`config.mk`:
```
export PLATFORM = sky130hd
export DESIGN_NAME = uart_fifo_bridge_flat
export DESIGN_NICKNAME = d
export VERILOG_FILES = /design/src/rtl/uart_fifo_bridge_if.sv /design/src/rtl/uart_fifo_bridge.sv /design/src/flat_wrapper.sv
export SDC_FILE = /design/constraint.sdc
export NUM_CORES = 1
export LEC_CHECK = 0
export BUFFER_PORTS_ARGS = -buffer_cell sky130_fd_sc_hd__buf_4
export CORE_AREA = 2 2 168 170
export DETAILED_ROUTE_END_ITERATION = 12
export DIE_AREA = 0 0 170 172
export GPL_TIMING_DRIVEN = 0
export PLACE_DENSITY = 0.66
export REMOVE_ABC_BUFFERS = 1
export SETUP_SLACK_MARGIN = 0.3
export SYNTH_ARGS = -nofsm -noshare
export SYNTH_HDL_FRONTEND = slang
export SYNTH_SLANG_ARGS = --single-unit
```
`constraint.sdc`:
```
create_clock -name clk -period 8.1 [get_ports clk]
set_input_delay 0.81 -clock clk [delete_from_list [all_inputs] [get_ports clk]]
set_output_delay 0.81 -clock clk [all_outputs]
set_load 0.1 [all_outputs]
```
`src/rtl/uart_fifo_bridge_if.sv`:
```
// CPU register bus and UART register port of the bridge, bundled in one interface.
// slave = bridge view, master = CPU/UART environment view.
interface uart_fifo_bridge_if;
  logic        we_i;
  logic        re_i;
  logic [31:0] addr_i;
  logic [31:0] data_i;
  logic [31:0] data_o;
  logic        irq_o;
  logic        u_we_o;
  logic [31:0] u_addr_o;
  logic [31:0] u_data_o;
  logic [31:0] u_data_i;

  modport slave (
    input  we_i, re_i, addr_i, data_i, u_data_i,
    output data_o, irq_o, u_we_o, u_addr_o, u_data_o
  );

  modport master (
    output we_i, re_i, addr_i, data_i, u_data_i,
    input  data_o, irq_o, u_we_o, u_addr_o, u_data_o
  );
endinterface

```
`src/rtl/uart_fifo_bridge.sv`:
```
// Byte FIFO: push/pop land on the next edge; a full FIFO accepts a push only alongside a pop.
// push_ok_o tells the producer whether its push was taken.
module uart_fifo_bridge_fifo #(
  parameter int DEPTH = 16,
  parameter int CW    = $clog2(DEPTH) + 1
) (
  input  logic          clk,
  input  logic          rst,
  input  logic          push_i,
  input  logic          pop_i,
  input  logic [7:0]    din_i,
  output logic [7:0]    dout_o,
  output logic [CW-1:0] count_o,
  output logic          full_o,
  output logic          empty_o,
  output logic          push_ok_o
);
  localparam int PW = CW - 1;

  logic [7:0]    mem_q [DEPTH];
  logic [7:0]    mem_d [DEPTH];
  logic [PW-1:0] wr_ptr_q, wr_ptr_d;
  logic [PW-1:0] rd_ptr_q, rd_ptr_d;
  logic [CW-1:0] count_q, count_d;
  logic          do_push, do_pop;

  assign full_o    = (count_q == CW'(DEPTH));
  assign empty_o   = (count_q == '0);
  assign do_pop    = pop_i && !empty_o;
  assign do_push   = push_i && (!full_o || do_pop);
  assign push_ok_o = do_push;
  assign dout_o    = mem_q[rd_ptr_q];
  assign count_o   = count_q;

  always_comb begin
    mem_d    = mem_q;
    wr_ptr_d = wr_ptr_q;
    rd_ptr_d = rd_ptr_q;
    count_d  = count_q;
    if (do_push) begin
      mem_d[wr_ptr_q] = din_i;
      wr_ptr_d        = wr_ptr_q + PW'(1);
    end
    if (do_pop) begin
      rd_ptr_d = rd_ptr_q + PW'(1);
    end
    case ({do_push, do_pop})
      2'b10:   count_d = count_q + CW'(1);
      2'b01:   count_d = count_q - CW'(1);
      default: count_d = count_q;
    endcase
  end

  always_ff @(posedge clk) begin
    if (rst) begin
      wr_ptr_q <= '0;
      rd_ptr_q <= '0;
      count_q  <= '0;
    end else begin
      wr_ptr_q <= wr_ptr_d;
      rd_ptr_q <= rd_ptr_d;
      count_q  <= count_d;
    end
  end

  // Storage needs no reset: count gates every read of it.
  always_ff @(posedge clk) begin
    mem_q <= mem_d;
  end
endmodule

// CPU-side TX/RX FIFOs plus a master FSM polling the UART register port.
// TXDATA write reaches the UART 2 cycles later; FIFOs full -> bytes dropped, sticky ovf flags.
module uart_fifo_bridge #(
  parameter int DEPTH = 16,
  parameter int CW    = $clog2(DEPTH) + 1
) (
  input logic              clk,
  input logic              rst,
  uart_fifo_bridge_if.slave bus
);
  localparam logic [31:0] UA_STAT = 32'h04;
  localparam logic [31:0] UA_TX   = 32'h0C;
  localparam logic [31:0] UA_RX   = 32'h10;

  typedef enum logic [2:0] {
    IDLE,
    RD_RX,
    CLR_RX,
    WR_TX,
    GAP
  } state_t;

  state_t        state_q, state_d;
  logic          tx_ovf_q, tx_ovf_d;
  logic          rx_ovf_q, rx_ovf_d;

  logic [3:0]    cpu_addr;
  logic          cpu_tx_push, cpu_clr, cpu_rx_pop;
  logic          fsm_tx_pop, fsm_rx_push;
  logic          u_we;
  logic [31:0]   u_addr, u_wdat;

  logic [7:0]    tx_head, rx_head;
  logic [CW-1:0] tx_count, rx_count;
  logic          tx_full, tx_empty, tx_push_ok;
  logic          rx_full, rx_empty, rx_push_ok;
  logic [31:0]   status, rd_data;
  logic          unused_bits;

  assign cpu_addr    = bus.addr_i[3:0];
  assign cpu_tx_push = bus.we_i && (cpu_addr == 4'h0);
  assign cpu_clr     = bus.we_i && (cpu_addr == 4'hC);
  assign cpu_rx_pop  = bus.re_i && (cpu_addr == 4'h4);
  assign unused_bits = ^{bus.addr_i[31:4], bus.data_i[31:8], bus.u_data_i[31:8],
                         rx_full, tx_count[0]};

  uart_fifo_bridge_fifo #(.DEPTH(DEPTH), .CW(CW)) u_tx_fifo (
    .clk       (clk),
    .rst       (rst),
    .push_i    (cpu_tx_push),
    .pop_i     (fsm_tx_pop),
    .din_i     (bus.data_i[7:0]),
    .dout_o    (tx_head),
    .count_o   (tx_count),
    .full_o    (tx_full),
    .empty_o   (tx_empty),
    .push_ok_o (tx_push_ok)
  );

  uart_fifo_bridge_fifo #(.DEPTH(DEPTH), .CW(CW)) u_rx_fifo (
    .clk       (clk),
    .rst       (rst),
    .push_i    (fsm_rx_push),
    .pop_i     (cpu_rx_pop),
    .din_i     (bus.u_data_i[7:0]),
    .dout_o    (rx_head),
    .count_o   (rx_count),
    .full_o    (rx_full),
    .empty_o   (rx_empty),
    .push_ok_o (rx_push_ok)
  );

  // Every write state is followed by a non-write state, so u_we never holds two cycles.
  always_comb begin
    state_d     = state_q;
    u_we        = 1'b0;
    u_addr      = UA_STAT;
    u_wdat      = 32'h0;
    fsm_tx_pop  = 1'b0;
    fsm_rx_push = 1'b0;
    case (state_q)
      IDLE: begin
        if (bus.u_data_i[1]) begin
          state_d = RD_RX;
        end else if (!bus.u_data_i[0] && !tx_empty) begin
          state_d = WR_TX;
        end
      end
      RD_RX: begin
        u_addr      = UA_RX;
        fsm_rx_push = 1'b1;
        state_d     = CLR_RX;
      end
      CLR_RX: begin
        u_we    = 1'b1;
        state_d = GAP;
      end
      WR_TX: begin
        u_we       = 1'b1;
        u_addr     = UA_TX;
        u_wdat     = {24'h0, tx_head};
        fsm_tx_pop = 1'b1;
        state_d    = GAP;
      end
      GAP: begin
        state_d = IDLE;
      end
      default: begin
        state_d = IDLE;
      end
    endcase
  end

  // Set is applied after clear so a coincident overflow keeps the flag.
  always_comb begin
    tx_ovf_d = tx_ovf_q;
    rx_ovf_d = rx_ovf_q;
    if (cpu_clr && bus.data_i[1]) tx_ovf_d = 1'b0;
    if (cpu_clr && bus.data_i[0]) rx_ovf_d = 1'b0;
    if (cpu_tx_push && !tx_push_ok) tx_ovf_d = 1'b1;
    if (fsm_rx_push && !rx_push_ok) rx_ovf_d = 1'b1;
  end

  always_ff @(posedge clk) begin
    if (rst) begin
      state_q  <= IDLE;
      tx_ovf_q <= 1'b0;
      rx_ovf_q <= 1'b0;
    end else begin
      state_q  <= state_d;
      tx_ovf_q <= tx_ovf_d;
      rx_ovf_q <= rx_ovf_d;
    end
  end

  always_comb begin
    status           = 32'h0;
    status[CW-1:0]   = tx_count;
    status[CW+7:8]   = rx_count;
    status[16]       = tx_full;
    status[17]       = rx_empty;
    status[18]       = rx_ovf_q;
    status[19]       = tx_ovf_q;
    case (cpu_addr)
      4'h4:    rd_data = rx_empty ? 32'h0 : {24'h0, rx_head};
      4'h8:    rd_data = status;
      default: rd_data = 32'h0;
    endcase
  end

  assign bus.data_o   = rd_data;
  assign bus.irq_o    = !rx_empty;
  assign bus.u_we_o   = u_we;
  assign bus.u_addr_o = u_addr;
  assign bus.u_data_o = u_wdat;
endmodule
```
`src/flat_wrapper.sv`:
```
// flat-port wrapper written by rule: the top's interface ports become plain ports
module uart_fifo_bridge_flat 
#(
  parameter int DEPTH = 16,
  parameter int CW    = $clog2(DEPTH) + 1
)
  (clk, rst, bus_we_i, bus_re_i, bus_addr_i, bus_data_i, bus_u_data_i, bus_data_o, bus_irq_o, bus_u_we_o, bus_u_addr_o, bus_u_data_o);
  uart_fifo_bridge_if bus_i ();
  input logic clk;
  input logic rst;
  input wire logic [$bits(bus_i.we_i)-1:0] bus_we_i;
  input wire logic [$bits(bus_i.re_i)-1:0] bus_re_i;
  input wire logic [$bits(bus_i.addr_i)-1:0] bus_addr_i;
  input wire logic [$bits(bus_i.data_i)-1:0] bus_data_i;
  input wire logic [$bits(bus_i.u_data_i)-1:0] bus_u_data_i;
  output wire logic [$bits(bus_i.data_o)-1:0] bus_data_o;
  output wire logic [$bits(bus_i.irq_o)-1:0] bus_irq_o;
  output wire logic [$bits(bus_i.u_we_o)-1:0] bus_u_we_o;
  output wire logic [$bits(bus_i.u_addr_o)-1:0] bus_u_addr_o;
  output wire logic [$bits(bus_i.u_data_o)-1:0] bus_u_data_o;
  assign bus_i.we_i = bus_we_i;
  assign bus_i.re_i = bus_re_i;
  assign bus_i.addr_i = bus_addr_i;
  assign bus_i.data_i = bus_data_i;
  assign bus_i.u_data_i = bus_u_data_i;
  assign bus_data_o = bus_i.data_o;
  assign bus_irq_o = bus_i.irq_o;
  assign bus_u_we_o = bus_i.u_we_o;
  assign bus_u_addr_o = bus_i.u_addr_o;
  assign bus_u_data_o = bus_i.u_data_o;
  uart_fifo_bridge #(.DEPTH(DEPTH), .CW(CW)) u_core (.clk(clk), .rst(rst), .bus(bus_i));
endmodule
```
==> impl_metrics.prom, run 1 <==
# TYPE chip_impl_metric gauge
chip_impl_metric{name="layout_worst_path_cycle_share",unit="%"} 46.32
chip_impl_metric{name="wl_met2",unit="microns"} 11570
chip_impl_metric{name="latest_clock_arrival_within_the_worst_skew_pair",unit="ps"} 560
chip_impl_info{name="dr.max_layer_used",value="met4"} 1
chip_impl_metric{name="floorplan.rows",unit=""} 61
chip_impl_metric{name="htree_levels",unit=""} 1
chip_impl_metric{name="fraction_of_final_layout_cells_sized_beyond_drive_strength_1",unit="%"} 23.23
chip_impl_metric{name="peakVddDrop",unit="V"} 0.0001719
chip_impl_metric{name="ios",unit=""} 198
chip_impl_metric{name="routed_wire_length_per_instance",unit="microns"} 19.90
chip_impl_metric{name="post_layout_nonfiller_instances",unit=""} 1181
chip_impl_metric{name="post_place_setup_slack",unit="ps"} 3448
chip_impl_metric{name="synth_sequential_area_ratio",unit="%"} 66.66
chip_impl_metric{name="grt_pass1_vias",unit=""} 6136
chip_impl_metric{name="arrival",unit="ps"} 2940
chip_impl_info{name="critPathKind",value="reg -> out"} 1
chip_impl_metric{name="netlist.area_leader.share",unit="%"} 61.68
chip_impl_metric{name="flop_to_flop_setup_slack",unit="ps"} 4470
chip_impl_metric{name="place.detailed.instances",unit=""} 1125
chip_impl_metric{name="clkSlewWorstSetupHoldPaths",unit="ps"} 60
chip_impl_metric{name="slew-limit-headroom",unit="%"} 36.40
chip_impl_info{name="worstHoldPathType",value="reg -> reg"} 1
chip_impl_metric{name="globalplace.congestion",unit=""} 0.7702
chip_impl_metric{name="fp.dieArea",unit="sq um"} 29240
chip_impl_metric{name="detail_route.vias_per_cell",unit=""} 5.298
chip_impl_info{name="crit_path_start_kind",value="flop"} 1
chip_impl_metric{name="fin_tns_setup",unit="ps"} 0
chip_impl_metric{name="cts.hold.buffers_added",unit=""} 0
chip_impl_metric{name="hpwlAfterDp",unit="microns"} 14780
chip_impl_metric{name="finalWorstSetupSlack",unit="ps"} 4348
chip_impl_metric{name="clk_path_buf_depth",unit=""} 3
chip_impl_metric{name="fin_skew",unit="ps"} 25.52
chip_impl_metric{name="cts-buffers-inserted",unit=""} 30
chip_impl_info{name="clockRootBuffer",value="sky130_fd_sc_hd__clkbuf_16"} 1
chip_impl_metric{name="avgSynthCellArea",unit="sq um"} 16.38
chip_impl_metric{name="die_w",unit="microns"} 170
chip_impl_metric{name="overflow_left_after_global_routing",unit=""} 0
chip_impl_metric{name="worst-slew-pin-transition",unit="ps"} 950.4
chip_impl_info{name="netlist_top_cells_area",value="sky130_fd_sc_hd__edfxtp_1, sky130_fd_sc_hd__mux4_2, sky130_fd_sc_hd__dfxtp_1, sky130_fd_sc_hd__buf_4, sky130_fd_sc_hd__ha_1"} 1
chip_impl_info{name="post-synth-top-area-cell",value="sky130_fd_sc_hd__edfxtp_1"} 1
chip_impl_metric{name="power.static_leakage",unit="uW"} 0.004715
chip_impl_metric{name="first_pass_iters",unit=""} 4
chip_impl_metric{name="post_synth_inst_count",unit=""} 761
chip_impl_metric{name="grt_pass1_wl",unit="microns"} 35710
chip_impl_metric{name="area_growth_synth_to_finish",unit="%"} 11.55
chip_impl_metric{name="power_density",unit="nW/um^2"} 229.8
chip_impl_metric{name="netlist-cell-type-count",unit=""} 58
chip_impl_info{name="tritoncts",value="yes"} 1
chip_impl_metric{name="number_of_pins_exceeding_their_max_slew_limit_in_the_final_report",unit=""} 0
chip_impl_metric{name="postSynthRegisterBits",unit=""} 287
chip_impl_metric{name="cap_viol_max_count",unit=""} 0
chip_impl_metric{name="drt-met1-wl",unit="microns"} 9999
chip_impl_metric{name="detailroute.via_count",unit=""} 6257
chip_impl_metric{name="yosysWarningCount",unit=""} 0
chip_impl_metric{name="postCtsResizedCells",unit=""} 0
chip_impl_metric{name="drc",unit=""} 0
chip_impl_metric{name="start_util",unit="%"} 45.36
chip_impl_info{name="kind_of_end_point_of_the_critical_path",value="primary output"} 1
chip_impl_metric{name="post-cts-setup-buffer-count",unit=""} 0
chip_impl_metric{name="required_time_of_the_critical_path",unit="ps"} 7290
chip_impl_metric{name="async_flop_share",unit="%"} 0
chip_impl_metric{name="wl",unit="microns"} 23510
chip_impl_metric{name="design.core.area",unit="sq um"} 27480
chip_impl_metric{name="fmax",unit="MHz"} 266.5
chip_impl_metric{name="drc_marker_count_from_the_first_detailed_route_iteration",unit=""} 507
chip_impl_metric{name="layout.nets",unit=""} 928
chip_impl_metric{name="ant_nets",unit=""} 0
chip_impl_metric{name="track_usage",unit="%"} 16.19
chip_impl_metric{name="total_power",unit="uW"} 3195
chip_impl_metric{name="critical_path_peak_fanout",unit=""} 18
chip_impl_info{name="result_of_the_run",value="finished, final reports clean"} 1
chip_impl_metric{name="final.min_clock_period",unit="ps"} 3752
chip_impl_metric{name="synth_area",unit="sq um"} 12460
chip_impl_metric{name="fp.dieH",unit="microns"} 172
chip_impl_metric{name="synth-edff-count",unit=""} 256
chip_impl_metric{name="grt_antenna_before_repair",unit=""} 0
chip_impl_metric{name="met3RoutedLength",unit="microns"} 1461
chip_impl_metric{name="final-setup-viol-count",unit=""} 0
chip_impl_metric{name="number_of_sinks_on_the_clock_net",unit=""} 287
chip_impl_info{name="synthFlopType",value="sky130_fd_sc_hd__edfxtp_1"} 1
chip_impl_metric{name="pin_count_of_the_biggest_net_entering_global_routing",unit=""} 38
chip_impl_info{name="grt_setup_unrepaired",value="false"} 1
chip_impl_metric{name="finalHoldViolations",unit=""} 0
chip_impl_metric{name="portBuffers",unit=""} 53
chip_impl_metric{name="insertedDiodeCount",unit=""} 0
==> where the power goes <==
group	leakage, uW	switching (uW)	internal [uW]	total (uW)
Clock	0.000463	546	777	1320
Combinational	0.00170	216	31.7	248
Sequential	0.00256	6.97	1620	1620
==> cells in the final DEF (no fill, tap or decap), types with 3 or more instances in the layout <==
cell type	count
sky130_fd_sc_hd__edfxtp_1	256
sky130_fd_sc_hd__nor2_1	39
sky130_fd_sc_hd__nor4_1	3
sky130_fd_sc_hd__dfxtp_2	6
sky130_fd_sc_hd__mux2_2	4
sky130_fd_sc_hd__nor3_1	7
sky130_fd_sc_hd__mux2i_1	15
sky130_fd_sc_hd__a211o_1	5
sky130_fd_sc_hd__ha_1	17
sky130_fd_sc_hd__and3_1	17
sky130_fd_sc_hd__bufinv_16	3
sky130_fd_sc_hd__and2_1	8
sky130_fd_sc_hd__a22oi_1	3
sky130_fd_sc_hd__o21ai_0	6
sky130_fd_sc_hd__buf_4	54
sky130_fd_sc_hd__nand2_1	25
sky130_fd_sc_hd__dfxtp_1	25
sky130_fd_sc_hd__o21ai_1	8
sky130_fd_sc_hd__inv_1	22
sky130_fd_sc_hd__o22ai_1	10
sky130_fd_sc_hd__a21o_1	3
sky130_fd_sc_hd__clkinv_1	10
sky130_fd_sc_hd__nor3_2	4
sky130_fd_sc_hd__nand3_1	11
sky130_fd_sc_hd__a31oi_1	4
sky130_fd_sc_hd__clkbuf_1	8
sky130_fd_sc_hd__a21oi_1	19
sky130_fd_sc_hd__or2_2	5
sky130_fd_sc_hd__clkbuf_16	30
sky130_fd_sc_hd__or3_1	6
sky130_fd_sc_hd__xor2_1	10
sky130_fd_sc_hd__nand2b_1	7
sky130_fd_sc_hd__nor2b_1	9
sky130_fd_sc_hd__mux4_2	69
sky130_fd_sc_hd__conb_1	68
==> area by class of cell <==
type | instances | area (sq um)
fill | 2248 | 13570
timing repair buffer | 57 | 456.7
multi-input combinational | 411 | 3654
sequential | 287 | 8315
inverter | 24 | 90.09
clock inverter | 18 | 173.9
clock buffer | 38 | 780.7
tap | 346 | 432.9
==> through the flow <==
stage / hold WS, ps / instance area, sq um / utilization, %
after floorplan: 438.5 / 12020 / -
after global routing: 514.5 / 13900 / 50.60
after detailed placement: 462.4 / 12930 / 47.05
final: 475.4 / 13900 / 50.60
after CTS: 471.6 / 13880 / 50.53
after global placement: 464.1 / 12850 / 46.77
==> metal layers <==
layer / up-vias / global-route usage (%)
met3: 38 / 2.701
li1: 2910 / -
met1: 3119 / 21.79
met5: - / 0
met4: 0 / 4.162
met2: 190 / 27.67
==> worst paths after layout <==
path | from | end | cells after the start
worst max register to register | u_core.state_q[2] | u_core.u_tx_fifo.count_o[4] | 10
worst min-delay path | u_core.tx_ovf_q | u_core.tx_ovf_q | 2
worst min register to register | u_core.tx_ovf_q | u_core.tx_ovf_q | 2
worst max-delay path | u_core.u_rx_fifo.rd_ptr_q[1] | bus_data_o[3] | 6
==> flip-flops by register name (all words and copies together), names as in the netlist <==
register,flops
u_core.u_tx_fifo.count_o,5
u_core.u_rx_fifo.mem_q,128
u_core.rx_ovf_q,1
u_core.tx_ovf_q,1
u_core.u_tx_fifo.wr_ptr_q,4
u_core.u_rx_fifo.wr_ptr_q,4
u_core.u_rx_fifo.rd_ptr_q,4
u_core.u_tx_fifo.rd_ptr_q,4
u_core.u_tx_fifo.mem_q,128
u_core.state_q,3
u_core.u_rx_fifo.count_o,5
==> worst max-delay path, cell delays in order (launching register included) <==
cell	delay [ps]
sky130_fd_sc_hd__dfxtp_2	650
sky130_fd_sc_hd__buf_12	250
sky130_fd_sc_hd__mux4_2	530
sky130_fd_sc_hd__mux4_2	500
sky130_fd_sc_hd__inv_1	70
sky130_fd_sc_hd__o21ai_1	90
sky130_fd_sc_hd__buf_4	270
==> cells in the mapped netlist (all sizes together) (15+ instances only) <==
cell	instances
a21oi	19
nand2	25
dfxtp	31
mux2i	15
inv	24
buf	89
nor2	40
mux4	69
edfxtp	256
and3	17
ha	17
clkbuf	17
==> cell families after synthesis <==
family	count (synthesis)	synth area share, %
buffers and inverters	130	6.305
DFF	287	66.66
other	1	0.03009
and+or+nand+nor	154	6.596
adders and majority gates	17	1.707
AOI/OAI and AO/OA	72	3.825
xor gates and xnor gates	12	0.8433
muxes	88	14.03
Power figures use the tool's default switching activity.
==> inputs of run 2 (changes only) <==
==> constraint.sdc (replaced) <==
create_clock -name clk -period 3.7 [get_ports clk]
set_input_delay 0.37 -clock clk [delete_from_list [all_inputs] [get_ports clk]]
set_output_delay 0.37 -clock clk [all_outputs]
set_load 0.1 [all_outputs]
==> run 2 against run 1 <==
Sequential cell count did not move. Critical path depth rose by 4. Cell count rose by 0.34%. Clock power rose by 120%. Combinational power rose by 120%. Cell area rose by 0.41%. Critical endpoint is now u_core.u_tx_fifo.count_o[4].
==> impl_metrics.prom, run 2 (same netlist as run 1, synthesis figures left out) <==
# TYPE chip_impl_metric gauge
chip_impl_metric{name="number_of_pins_exceeding_their_max_slew_limit_in_the_final_report",unit=""} 0
chip_impl_info{name="mostFrequentLayoutCell",value="sky130_fd_sc_hd__edfxtp_1"} 1
chip_impl_metric{name="fp.dieArea",unit="sq um"} 29240
chip_impl_info{name="worstHoldPathType",value="in -> reg"} 1
chip_impl_metric{name="slew-limit-headroom",unit="%"} 37.23
chip_impl_metric{name="layout.nets",unit=""} 932
chip_impl_metric{name="pwr-share-seq",unit="%"} 50.8
chip_impl_metric{name="cap_viol_max_count",unit=""} 0
chip_impl_metric{name="detail_route.vias_per_cell",unit=""} 5.374
chip_impl_metric{name="combPwrFrac",unit="%"} 7.8
chip_impl_metric{name="net-switching-power",unit="uW"} 1686
chip_impl_metric{name="overflow_left_after_global_routing",unit=""} 0
chip_impl_metric{name="power_density",unit="nW/um^2"} 501.2
chip_impl_metric{name="layout_worst_path_cycle_share",unit="%"} 87.95
chip_impl_metric{name="start_util",unit="%"} 45.36
chip_impl_metric{name="critical-path-max-stage-delay",unit="ps"} 600
chip_impl_metric{name="peakVddDrop",unit="V"} 0.0003732
chip_impl_metric{name="grt_pass1_vias",unit=""} 6162
chip_impl_metric{name="timing.critical_path.depth",unit=""} 10
chip_impl_metric{name="sw_frac_of_total",unit="%"} 24.09
chip_impl_metric{name="floorplan.rows",unit=""} 61
chip_impl_metric{name="fin_skew",unit="ps"} 28.25
chip_impl_metric{name="latest_clock_arrival_within_the_worst_skew_pair",unit="ps"} 560
chip_impl_metric{name="drc",unit=""} 0
chip_impl_metric{name="hpwlAfterDp",unit="microns"} 14780
chip_impl_info{name="largest_registers",value="u_core.u_rx_fifo.mem_q: 128 flops, u_core.u_tx_fifo.mem_q: 128 flops"} 1
chip_impl_metric{name="required_time_of_the_critical_path",unit="ps"} 4150
chip_impl_metric{name="place.detailed.instances",unit=""} 1125
chip_impl_metric{name="fmax",unit="MHz"} 307.3
chip_impl_metric{name="multi_input_gate_area_in_the_final_layout",unit="sq um"} 3679
chip_impl_metric{name="cts-buffers-inserted",unit=""} 30
chip_impl_metric{name="design.core.area",unit="sq um"} 27480
chip_impl_metric{name="cts.hold.buffers_added",unit=""} 0
chip_impl_metric{name="grt_antenna_before_repair",unit=""} 0
chip_impl_metric{name="first_pass_iters",unit=""} 5
chip_impl_metric{name="clock_power_share",unit="%"} 41.4
chip_impl_metric{name="routed_wire_length_per_instance",unit="microns"} 19.92
chip_impl_metric{name="number_of_sinks_on_the_clock_net",unit=""} 287
chip_impl_metric{name="grt_pass1_wl",unit="microns"} 35920
chip_impl_metric{name="final.min_clock_period",unit="ps"} 3254
chip_impl_metric{name="fp.dieH",unit="microns"} 172
chip_impl_metric{name="htree_levels",unit=""} 1
chip_impl_metric{name="portBuffers",unit=""} 53
chip_impl_metric{name="cell_internal_pwr",unit="uW"} 5312
chip_impl_metric{name="fin_tns_setup",unit="ps"} 0
chip_impl_info{name="grt_setup_unrepaired",value="true"} 1
chip_impl_info{name="cell_chain_critical_path",value="or4_4 > o21ai_2 > inv_1 > ha_1 > xor2_1 > ha_1 > a21oi_1 > or3b_2 > a31oi_1 > mux2_2"} 1
chip_impl_info{name="tritoncts",value="yes"} 1
chip_impl_metric{name="fraction_of_final_layout_cells_sized_beyond_drive_strength_1",unit="%"} 24.08
chip_impl_metric{name="ios",unit=""} 198
chip_impl_metric{name="timing.reg2reg.worst_path_depth",unit=""} 10
chip_impl_metric{name="worst-slew-pin-transition",unit="ps"} 938.1
chip_impl_metric{name="ant_nets",unit=""} 0
chip_impl_metric{name="layout.filler_cells",unit=""} 2241
chip_impl_metric{name="globalplace.congestion",unit=""} 0.7702
chip_impl_metric{name="insertedDiodeCount",unit=""} 0
chip_impl_metric{name="detailroute.via_count",unit=""} 6368
chip_impl_info{name="kind_of_end_point_of_the_critical_path",value="flop"} 1
chip_impl_metric{name="arrival",unit="ps"} 3700
chip_impl_metric{name="track_usage",unit="%"} 16.27
chip_impl_metric{name="critical_path_peak_fanout",unit=""} 10
chip_impl_info{name="result_of_the_run",value="finished, final reports clean"} 1
chip_impl_metric{name="finalHoldWorstSlack",unit="ps"} 121.5
chip_impl_metric{name="cp_num_buf_inv",unit=""} 1
chip_impl_metric{name="finalHoldViolations",unit=""} 0
chip_impl_info{name="critPathKind",value="reg -> reg"} 1
chip_impl_metric{name="final_util",unit="%"} 50.81
chip_impl_metric{name="power.static_leakage",unit="uW"} 0.004732
chip_impl_metric{name="die_w",unit="microns"} 170
chip_impl_metric{name="holdPathStages",unit=""} 1
chip_impl_info{name="top_cell_family_by_delay_on_the_critical_path",value="simple AND/OR/NAND/NOR gates"} 1
chip_impl_metric{name="layout.area.seq",unit="sq um"} 8318
chip_impl_info{name="clockRootBuffer",value="sky130_fd_sc_hd__clkbuf_16"} 1
chip_impl_metric{name="area_growth_synth_to_finish",unit="%"} 12.02
chip_impl_metric{name="wl",unit="microns"} 23600
chip_impl_metric{name="pin_count_of_the_biggest_net_entering_global_routing",unit=""} 38
chip_impl_info{name="crit_path_start_kind",value="flop"} 1
chip_impl_info{name="cpMaxStageDelayCell",value="sky130_fd_sc_hd__or4_4"} 1
chip_impl_metric{name="clk_path_buf_depth",unit=""} 3
chip_impl_metric{name="final-setup-viol-count",unit=""} 0
chip_impl_metric{name="clkSlewWorstSetupHoldPaths",unit="ps"} 60
chip_impl_metric{name="drc_marker_count_from_the_first_detailed_route_iteration",unit=""} 498
chip_impl_info{name="path_common_cell",value="sky130_fd_sc_hd__ha_1"} 1
chip_impl_metric{name="post_layout_nonfiller_instances",unit=""} 1185
chip_impl_info{name="commonest_cells_after_routing_fill_and_taps_aside",value="sky130_fd_sc_hd__edfxtp_1, sky130_fd_sc_hd__mux4_2, sky130_fd_sc_hd__conb_1"} 1
## run 2: changes by cell type in the layout (fill, tap and decap cells not counted), sizes merged
cell,change
buf,+4
## run 2: power groups by stage
| stage | Sequential [uW] | Combinational [uW] | Clock [uW] |
|---|---|---|---|
| 2_1_floorplan | 3620 | 438 | 0 |
| 3_3_place_gp | 3620 | 538 | 0 |
| 3_5_place_dp | 3620 | 543 | 0 |
| 4_1_cts | 3560 | 545 | 2960 |
| 5_1_grt | 3560 | 571 | 3090 |
| 6_report | 3560 | 546 | 2900 |
## run 2: metal layers
layer  routed length (microns)  vias up  share of wire, %  track usage (%)
li1                          -     2921                 -                -
met1                     10210     3210                43            21.94
met2                     11640      200                49            27.79
met3                      1310       37               5.6            2.701
met4                       444        0               1.9            4.162
met5                         0        -                 0                0
## run 2: what timing repair did
action / in CTS / in global routing
pin swaps: 0 / 1
setup buffers: 0 / 4
gates resized for setup: 5 / 5
setup endpoints to repair: 135 / 6
## run 2: final cells by class
cell class,instances,share of cell area (%)
inverter,24,0.6453
timing repair buffer,61,3.486
tap,346,3.101
clock buffer,38,5.592
sequential,287,59.58
clock inverter,18,1.246
multi-input combinational,411,26.35
## run 2: through the flow
| stage | total power, uW | setup WS, ps | cell area, sq um |
|---|---|---|---|
| after CTS | 7063 | 238.5 | 13900 |
| after global routing | 7219 | 236.3 | 13960 |
| final | 6998 | 445.9 | 13960 |
| after floorplan | 4060 | -1440 | 12020 |
| after detailed placement | 4167 | -512.0 | 12930 |
| after global placement | 4162 | -452.8 | 12850 |
## run 2: path summary, 6_finish.rpt
check | from | endpoint | slack [ps]
max | u_core.u_tx_fifo.count_o[1] | u_core.u_tx_fifo.count_o[4] | 450
min | bus_data_i[4] | u_core.u_tx_fifo.mem_q[60] | 120
max reg2reg | u_core.u_tx_fifo.count_o[1] | u_core.u_tx_fifo.count_o[4] | 450
min reg2reg | u_core.tx_ovf_q | u_core.tx_ovf_q | 480
==> inputs of run 3 (changes only) <==
--- a/config.mk
+++ b/config.mk
@@ -6,11 +6,11 @@
 export NUM_CORES = 1
 export LEC_CHECK = 0
 export BUFFER_PORTS_ARGS = -buffer_cell sky130_fd_sc_hd__buf_4
-export CORE_AREA = 2 2 168 170
+export CORE_AREA = 2 2 154 156
 export DETAILED_ROUTE_END_ITERATION = 12
-export DIE_AREA = 0 0 170 172
+export DIE_AREA = 0 0 156 158
 export GPL_TIMING_DRIVEN = 0
-export PLACE_DENSITY = 0.66
+export PLACE_DENSITY = 0.77
 export REMOVE_ABC_BUFFERS = 1
 export SETUP_SLACK_MARGIN = 0.3
 export SYNTH_ARGS = -nofsm -noshare
==> constraint.sdc (replaced) <==
create_clock -name clk -period 3.7 [get_ports clk]
set_input_delay 0.74 -clock clk [delete_from_list [all_inputs] [get_ports clk]]
set_output_delay 0.74 -clock clk [all_outputs]
set_load 0.1 [all_outputs]
==> run 3 against run 2 <==
Non-clock buffer count is 6 higher. Clock skew is 9.3 ps lower. Maximum frequency is 2.6% lower. Register-to-register slack hardly changed. Cell area is 0.20% lower. Global-route usage is 3.1 points higher. Critical path type is now reg -> out. Die area is 16% lower. Clock power is 5% lower. Via count is 2.0% higher. Worst setup slack worse by 87 ps. Cell count is 4.6% lower. Highest routed layer unchanged. Routed wire length is 0.38% higher.
==> impl_metrics.prom, run 3 (same netlist as run 1, synthesis figures left out) <==
# TYPE chip_impl_metric gauge
chip_impl_info{name="crit_path_start_kind",value="flop"} 1
chip_impl_metric{name="final.min_clock_period",unit="ps"} 3341
chip_impl_metric{name="wl",unit="microns"} 23690
chip_impl_info{name="top_cell_family_by_delay_on_the_critical_path",value="multiplexers"} 1
chip_impl_info{name="result_of_the_run",value="finished, final reports clean"} 1
chip_impl_metric{name="slew-limit-headroom",unit="%"} 36.36
chip_impl_metric{name="start_util",unit="%"} 54.07
chip_impl_info{name="cpMaxStageDelayCell",value="sky130_fd_sc_hd__mux4_2"} 1
chip_impl_metric{name="detail_route.vias_per_cell",unit=""} 5.744
chip_impl_metric{name="fp.dieH",unit="microns"} 158
chip_impl_metric{name="fmax",unit="MHz"} 299.3
chip_impl_metric{name="cap_viol_max_count",unit=""} 0
chip_impl_metric{name="power.static_leakage",unit="uW"} 0.004749
chip_impl_metric{name="grt_pass1_vias",unit=""} 6358
chip_impl_info{name="kind_of_end_point_of_the_critical_path",value="primary output"} 1
chip_impl_info{name="clockRootBuffer",value="sky130_fd_sc_hd__clkbuf_16"} 1
chip_impl_info{name="tritoncts",value="yes"} 1
chip_impl_metric{name="globalplace.congestion",unit=""} 0.7634
chip_impl_metric{name="track_usage",unit="%"} 19.41
chip_impl_metric{name="routed_wire_length_per_instance",unit="microns"} 20.95
chip_impl_metric{name="peakVddDrop",unit="V"} 0.0004699
chip_impl_metric{name="arrival",unit="ps"} 2600
chip_impl_metric{name="die_w",unit="microns"} 156
chip_impl_metric{name="fraction_of_final_layout_cells_sized_beyond_drive_strength_1",unit="%"} 24.97
chip_impl_metric{name="fin_area",unit="sq um"} 13930
chip_impl_info{name="largest_registers",value="u_core.u_rx_fifo.mem_q: 128 flops, u_core.u_tx_fifo.mem_q: 128 flops"} 1
chip_impl_info{name="path_common_cell",value="sky130_fd_sc_hd__mux4_2"} 1
chip_impl_metric{name="number_of_pins_exceeding_their_max_slew_limit_in_the_final_report",unit=""} 0
chip_impl_metric{name="power_density",unit="nW/um^2"} 491.9
chip_impl_metric{name="multi_input_gate_area_in_the_final_layout",unit="sq um"} 3677
chip_impl_metric{name="first_pass_iters",unit=""} 5
chip_impl_metric{name="floorplan.rows",unit=""} 56
chip_impl_metric{name="pin_count_of_the_biggest_net_entering_global_routing",unit=""} 38
chip_impl_metric{name="clkSlewWorstSetupHoldPaths",unit="ps"} 60
chip_impl_metric{name="critical_path_peak_fanout",unit=""} 12
chip_impl_metric{name="layout.nets",unit=""} 936
chip_impl_metric{name="cts-buffers-inserted",unit=""} 28
chip_impl_metric{name="overflow_left_after_global_routing",unit=""} 0
chip_impl_metric{name="drc_marker_count_from_the_first_detailed_route_iteration",unit=""} 447
chip_impl_metric{name="drc",unit=""} 0
chip_impl_metric{name="htree_levels",unit=""} 1
chip_impl_metric{name="cts.hold.buffers_added",unit=""} 0
chip_impl_info{name="worstHoldPathType",value="reg -> reg"} 1
chip_impl_metric{name="hpwlAfterDp",unit="microns"} 14670
chip_impl_metric{name="fin_skew",unit="ps"} 19.00
chip_impl_metric{name="number_of_sinks_on_the_clock_net",unit=""} 287
chip_impl_metric{name="final-setup-viol-count",unit=""} 0
chip_impl_metric{name="grt_pass1_wl",unit="microns"} 36000
chip_impl_info{name="cell_chain_critical_path",value="bufbuf_16 > mux4_2 > mux4_2 > inv_1 > o21ai_1 > buf_6"} 1
chip_impl_metric{name="layout.area.seq",unit="sq um"} 8328
chip_impl_metric{name="latest_clock_arrival_within_the_worst_skew_pair",unit="ps"} 550
chip_impl_metric{name="layout_worst_path_cycle_share",unit="%"} 90.31
chip_impl_metric{name="worst-slew-pin-transition",unit="ps"} 951.0
chip_impl_metric{name="post_place_cell_area",unit="sq um"} 12840
chip_impl_metric{name="detailroute.via_count",unit=""} 6496
chip_impl_metric{name="ios",unit=""} 198
chip_impl_metric{name="finalHoldViolations",unit=""} 0
chip_impl_metric{name="required_time_of_the_critical_path",unit="ps"} 2960
chip_impl_metric{name="critical-path-max-stage-delay",unit="ps"} 510
chip_impl_metric{name="cp_num_buf_inv",unit=""} 3
chip_impl_metric{name="fp.dieArea",unit="sq um"} 24650
chip_impl_info{name="commonest_cells_after_routing_fill_and_taps_aside",value="sky130_fd_sc_hd__edfxtp_1, sky130_fd_sc_hd__mux4_2, sky130_fd_sc_hd__conb_1"} 1
chip_impl_metric{name="insertedDiodeCount",unit=""} 0
chip_impl_metric{name="design.core.area",unit="sq um"} 23050
chip_impl_info{name="mostFrequentLayoutCell",value="sky130_fd_sc_hd__edfxtp_1"} 1
chip_impl_metric{name="finalHoldWorstSlack",unit="ps"} 476.6
chip_impl_metric{name="portBuffers",unit=""} 53
chip_impl_metric{name="fin_tns_setup",unit="ps"} 0
chip_impl_metric{name="layout.filler_cells",unit=""} 1633
chip_impl_metric{name="area_growth_synth_to_finish",unit="%"} 11.80
chip_impl_info{name="critPathKind",value="reg -> out"} 1
chip_impl_metric{name="grt_antenna_before_repair",unit=""} 0
chip_impl_metric{name="ant_nets",unit=""} 0
chip_impl_metric{name="total_power",unit="uW"} 6853
chip_impl_metric{name="clk_path_buf_depth",unit=""} 3
chip_impl_info{name="grt_setup_unrepaired",value="true"} 1
==> run 3: cell count changes in the layout (fill, tap and decap cells not counted), sizes merged <==
cell	delta
buf	+5
inv	-2
clkbuf	-8
bufbuf	+1
clkinvlp	+1
clkinv	+5
==> run 3: worst paths after layout <==
path	from	depth (start not counted)	slack, ps	end
worst min register to register	u_core.tx_ovf_q	2	480	u_core.tx_ovf_q
worst max register to register	u_core.u_tx_fifo.count_o[1]	10	460	u_core.u_tx_fifo.count_o[4]
worst max-delay path	u_core.u_rx_fifo.rd_ptr_q[1]	6	360	bus_data_o[2]
worst min-delay path	u_core.tx_ovf_q	2	480	u_core.tx_ovf_q
==> run 3: layout make-up <==
class	count	area share, %
multi-input combinational	411	26.39
timing repair buffer	67	4.140
clock buffer	30	5.083
clock inverter	22	1.365
tap	290	2.604
inverter	24	0.6466
sequential	287	59.77
==> run 3: report_power, final <==
group,total [uW],switching (uW),internal (uW)
sequential,3550,15.1,3540
combinational,545,474,71.1
clock,2760,1170,1590
total,6850,1660,5200
==> run 3: per-stage QoR <==
| stage | std cells | worst slack (ps) | util, % |
|---|---|---|---|
| after CTS | 1121 | 280.6 | 60.02 |
| after detailed placement | 1067 | -896.6 | 55.70 |
| after floorplan | 722 | -1810 | - |
| after global placement | 1065 | -791.4 | 55.44 |
| final | 1131 | 358.7 | 60.44 |
| after global routing | 1131 | 272.0 | 60.44 |
==> run 3: timing repair <==
| action | CTS | global route |
|---|---|---|
| setup endpoints to repair | 148 | 9 |
| cloned | 1 | 0 |
| buffers inserted | 1 | 10 |
| pin swaps | 1 | 1 |
| gates resized for setup | 13 | 7 |
==> run 3: routing by layer <==
layer | share of wire, % | GRT usage [%]
met1 | 40 | 25.36
met2 | 51 | 33.99
met3 | 5.6 | 2.601
met4 | 2.7 | 6.378
met5 | 0 | 0
==> run 3: worst min-delay path, delay by kind of cell, from the launching register on <==
kind	cells	cell delay [ps]
flops	1	300
compound gates	2	120
